<file path="config.mk">
export PLATFORM = sky130hd
export DESIGN_NAME = nes_controller_responder
export DESIGN_NICKNAME = d
export VERILOG_FILES = /design/src/rtl/nes_controller_responder.sv
export SDC_FILE = /design/constraint.sdc
export NUM_CORES = 1
export LEC_CHECK = 0
export ABC_AREA = 0
export CAP_MARGIN = 20
export CORE_MARGIN = 1
export CORE_UTILIZATION = 45
export DETAILED_ROUTE_END_ITERATION = 10
export PLACE_DENSITY = 0.75
export SLEW_MARGIN = 30
export SYNTH_ARGS = -nofsm -noshare
export SYNTH_HDL_FRONTEND = slang
export SYNTH_SLANG_ARGS = --single-unit
</file>
<file path="constraint.sdc">
create_clock -name clk -period 3.4 [get_ports clk]
set_input_delay 0.68 -clock clk [delete_from_list [all_inputs] [get_ports clk]]
set_output_delay 0.68 -clock clk [all_outputs]
set_load 0.02 [all_outputs]
</file>
<file path="src/rtl/nes_controller_responder.sv">
// NES pad emulator: 4021-style parallel-in/serial-out responder driven by host latch/clock lines.
// Optional turbo on A/B buttons is built when NES_TURBO_EN is defined.
module nes_controller_responder #(
    parameter int   SYNC_STAGES = 2,
    parameter logic FILL_BIT    = 1'b0
`ifdef NES_TURBO_EN
    , parameter int TURBO_LOG2  = 2
`endif
) (
    input  logic       clk,
    input  logic       rst_n,
    input  logic [7:0] buttons,
    input  logic       nes_latch,
    input  logic       nes_clk,
`ifdef NES_TURBO_EN
    input  logic [1:0] turbo_en,
`endif
    output logic       nes_data,
    output logic [3:0] bit_count,
    output logic       frame_done
);

    logic [SYNC_STAGES-1:0] lat_sync;
    logic [SYNC_STAGES-1:0] clk_sync;
    logic                   lat_s;
    logic                   clk_s;
    logic                   lat_s_d;
    logic                   clk_s_d;
    logic                   lat_rise;
    logic                   clk_rise;

    logic [7:0] shift_reg;
    logic [7:0] shift_nxt;
    logic       data_nxt;
    logic [3:0] count_nxt;
    logic       done_nxt;
    logic [7:0] buttons_eff;

    assign lat_s    = lat_sync[SYNC_STAGES-1];
    assign clk_s    = clk_sync[SYNC_STAGES-1];
    assign lat_rise = lat_s & ~lat_s_d;
    assign clk_rise = clk_s & ~clk_s_d;

    always_ff @(posedge clk) begin
        if (!rst_n) begin
            lat_sync <= '0;
            clk_sync <= '0;
            lat_s_d  <= 1'b0;
            clk_s_d  <= 1'b0;
        end else begin
            lat_sync <= {lat_sync[SYNC_STAGES-2:0], nes_latch};
            clk_sync <= {clk_sync[SYNC_STAGES-2:0], nes_clk};
            lat_s_d  <= lat_s;
            clk_s_d  <= clk_s;
        end
    end

`ifdef NES_TURBO_EN
    logic [TURBO_LOG2-1:0] turbo_ctr;

    always_ff @(posedge clk) begin
        if (!rst_n) begin
            turbo_ctr <= '0;
        end else if (lat_rise) begin
            turbo_ctr <= turbo_ctr + TURBO_LOG2'(1);
        end
    end

    always_comb begin
        buttons_eff    = buttons;
        buttons_eff[0] = buttons[0] & (~turbo_en[0] | turbo_ctr[TURBO_LOG2-1]);
        buttons_eff[1] = buttons[1] & (~turbo_en[1] | turbo_ctr[TURBO_LOG2-1]);
    end
`else
    logic unused_lat_rise;

    assign unused_lat_rise = lat_rise;
    assign buttons_eff     = buttons;
`endif

    // Latch level has priority over a coincident host clock edge.
    always_comb begin
        shift_nxt = shift_reg;
        data_nxt  = nes_data;
        count_nxt = bit_count;
        done_nxt  = 1'b0;
        if (lat_s) begin
            shift_nxt = ~buttons_eff;
            data_nxt  = ~buttons_eff[0];
            count_nxt = 4'd0;
        end else if (clk_rise && (bit_count < 4'd8)) begin
            shift_nxt = {FILL_BIT, shift_reg[7:1]};
            count_nxt = bit_count + 4'd1;
            if (bit_count == 4'd7) begin
                data_nxt = FILL_BIT;
                done_nxt = 1'b1;
            end else begin
                data_nxt = shift_reg[1];
            end
        end
    end

    always_ff @(posedge clk) begin
        if (!rst_n) begin
            shift_reg  <= 8'hFF;
            nes_data   <= 1'b1;
            bit_count  <= 4'd0;
            frame_done <= 1'b0;
        end else begin
            shift_reg  <= shift_nxt;
            nes_data   <= data_nxt;
            bit_count  <= count_nxt;
            frame_done <= done_nxt;
        end
    end

endmodule

</file>
Word level (Yosys, flattened, before mapping)
Index checks and enable logic that the tools add are counted.
{"block": "op_classes", "addsub": 1, "n_mul": 0, "n_div": 0, "order_cmp": 1, "eq_ne": 1, "shifts": 0, "muxes": 6, "n_bitwise": 6, "reduce_logical": 4}
{"op": "$mux 8", "count": 2}
{"op": "$not 8->8", "count": 1}
{"op": "$add 4x1->4 const B", "count": 1}
{"op": "$eq 4x3->1 const B", "count": 1}
{"op": "$lt 4x4->1 const B", "count": 1}
{"op": "$mux 1", "count": 4}
{"op": "$not 1->1", "count": 4}
{"op": "$reduce_or 3->1", "count": 1}
{"op": "$reduce_bool 2->1", "count": 1}
{"op": "$reduce_or 2->1", "count": 1}
{"op": "$and 1x1->1", "count": 1}
{"op": "$logic_and 1x1->1", "count": 1}
{"block": "word_totals", "register_bits": 19, "latchBits": 0, "mem_bits_rw": 0, "rom_bits": 0, "inputBits": 12, "wordCells": 26, "memories": 0}

Logic depth before layout (Yosys ltp)
{"block": "depth", "depth_word": 5, "depth_mapped": 4}

Worst setup path before layout
No wires, ideal clock.
{"block": "synth_timing", "path_type": "input to register", "startpoint": "input port rst_n", "endpoint": "register shift_reg[1]", "t_arrival_ps": 1227, "t_required_ps": 3322, "slack_ps": 2095, "stages": 4, "cell_sequence": "nand2b_1 > clkbuf_1 > a21oi_1 > a32oi_1"}
{"element": "start, declared", "line_no": "11", "source": "input logic rst_n,"}
{"element": "end signal, assigned", "line_no": "110", "source": "shift_reg <= shift_nxt;"}
{"element": "end, declared", "line_no": "32", "source": "logic [7:0] shift_reg;"}

Final worst setup path
{"block": "layout_timing", "startpoint": "register bit_count[3]", "endpoint": "output port bit_count[3]"}
{"element": "start, declared", "line_no": "19", "source": "output logic [3:0] bit_count,"}
{"element": "start signal, assigned", "line_no": "112", "source": "bit_count <= count_nxt;"}
No word-level cell between the ends.

==> reports/qor.txt <==
Core Rows: 13
fin crit period: 2.03 ns
most common library cell in the layout ignoring fill and taps: dfxtp_1
FF-to-FF Start: lat_sync[1]
port bufs: 17
Final Hold Viols: 0
synthesized instance count: 68
fraction of layout cells with a size suffix above 1: 9.41%
global route overflow: 0
Buf/Inv on CP: 1
CP Max Fanout: 5
Critical Path Sink Type: primary output
chip width: 41.4 um
Cell variety after synth: 20
Lkg Pwr: 0.354 nW
CTS H-tree depth: 1
die area: 1710 um^2
CTS root buf: clkbuf_4
FF-to-FF setup slack: 2.02 ns
largest net degree at the start of global routing: 17
# clock sinks: 18
CP Data Arrival Time: 1.35 ns
initial antenna violation count: 0
Die Y: 41.4 um
delay-heaviest family, CP: buffers and inverters
dominant cells by area after synthesis: dfxtp_1 52%, a32oi_1 7.5%, a21oi_1 5.7%
drt via density: 5.47
Clk Latency, worst-skew pair: 0.28 ns
Placer Congestion: 0.678
Highest Clock Rate: 493 MHz
max reg flops: 7
Routed WL: 1.15 mm
CP startpoint kind: flop
PD cells: 435 nW/um^2
DRT met1 WL: 575 um
postcts setup bufs: 0
top cell type's share of synthesized area: 51.6%
critical path cell sequence: clkdlybuf4s50_1
met2 wire len: 537 um
Max Slew Vio Count: 0
Slew @ Worst Pin: 0.461 ns
Hold Crit Class: reg2reg
fillers: 122
Slew headroom: 69.1%
worst hold stages: 1
Cells after DPL: 96
Max-Cap Viols: 0
remaining antenna violation count: 0
Total GRT Usage: 16.8%
# DRC: 0
DR WL/cell: 11.5 um
Post-Syn Area: 698 um^2
yosys warns: 0
RSZ-0062 raised after global routing: no
Post-CTS Resized: 0
CTS tree: built
IO Count: 18
sequential area share after synthesis: 51.6%
core outline area: 1370 um^2
slowest stage cell, crit path: clkdlybuf4s50_1
via count: 547
total iterations of the first detailed-routing run: 5
setup violators final: 0
Worst R2R Path Depth: 3
CTS Buffer Depth: 2
hold path start: lat_sync[0]
first-pass GRT wire length: 1.90 mm
CTS Hold Buffers Added: 0
Mapped Nets: 81
Post-Route Utilization: 65.9%
vias in the first global route: 458
met3 WL: 41 um
CTS clk-pin slew, worst paths: 0.09 ns
syn_area_per_cell: 10.3 um^2
Synth area leader: dfxtp_1
area grow syn2layout: 29.0%
Max Clock Skew: 0.00316 ns
commonest non-fill, non-tap cells in the layout: 18 x dfxtp_1, 17 x clkdlybuf4s50_1, 9 x nand2_1
status: complete, no violations
antenna cells: 0
max incr delay on CP: 0.64 ns
Final period util: 59.7%
1st-iter DRT viols: 11
Worst VDD drop: 0.245 mV
highest metal used: met3
WHS Endpoint: lat_sync[1]
non-filler instance count after layout: 100
post-synthesis register bit count: 18
Initial Utilization: 51.1%
CP required: 2.72 ns
r2r endpoint: nes_data
nets: 99
setup TNS: 0 ns
CTS buffer count: 3
WS Path Type: reg2out
report_power, final:
group / internal (mW) / total, mW / switching (mW)
Combinational: 0.0229 / 0.0395 / 0.0166
Sequential: 0.220 / 0.227 / 0.00670
Clock: 0.0651 / 0.126 / 0.0607
Total: 0.308 / 0.392 / 0.0840
how the worst max path moves through the flow:
stage | slack (ns) | startpoint | endpoint | cells past startpoint
after detailed placement | 1.12 | rst_n | nes_data | 4
after global placement | 1.17 | rst_n | nes_data | 4
final | 1.37 | bit_count[3] | bit_count[3] | 1
after floorplan | 2.10 | rst_n | shift_reg[1] | 4
after global routing | 1.31 | bit_count[3] | bit_count[3] | 1
after CTS | 1.37 | bit_count[3] | bit_count[3] | 1
Yosys cell counts:
master / n
and4bb_2: 1
a211oi_2: 1
nand2_1: 9
a311oi_1: 1
clkbuf_1: 3
xnor2_1: 2
nand2b_1: 1
nor3b_4: 1
buf_6: 1
and4b_1: 2
ha_1: 1
nor4b_1: 1
o21ai_1: 1
and2_1: 6
dfxtp_1: 18
a21oi_1: 8
a21oi_2: 1
or3b_1: 1
a32oi_1: 6
nor2_1: 3
cell type report:
cell class / instances / area, um^2 / area share [%]
Sequential cell: 18 / 360 / 40.0
Timing Repair Buffer: 17 / 170 / 18.9
Multi-Input combinational cell: 46 / 315 / 35.0
Clock buffer: 4 / 36.3 / 4.03
Tap cell: 15 / 18.8 / 2.08
metal layers:
metal  GRT usage [%]  vias up
li1                -      280
met1            22.0      256
met2            27.7       11
met3            3.19        0
met4            4.84        0
met5               0        -
metrics by stage:
stage	power [mW]	setup WS [ns]	instance area, um^2	hold WS, ns
2_1_floorplan	0.253	2.10	698	0.412
3_5_place_dp	0.272	1.12	865	0.423
4_1_cts	0.397	1.37	901	0.447
3_3_place_gp	0.271	1.17	865	0.419
6_report	0.392	1.37	901	0.442
5_1_grt	0.407	1.31	901	0.469
cells by family (layout without fill, tap and decap cells):
group	Yosys count	in the layout	synth area share [%]
DFF	18	18	51.6
AOI/OAI and AO/OA	18	18	18.3
and+or+nand+nor	25	25	22.6
xor gates and xnor gates	2	2	2.51
buffers and inverters	4	21	3.23
adders and majority gates	1	1	1.79
(Power assumes the default switching activity.)
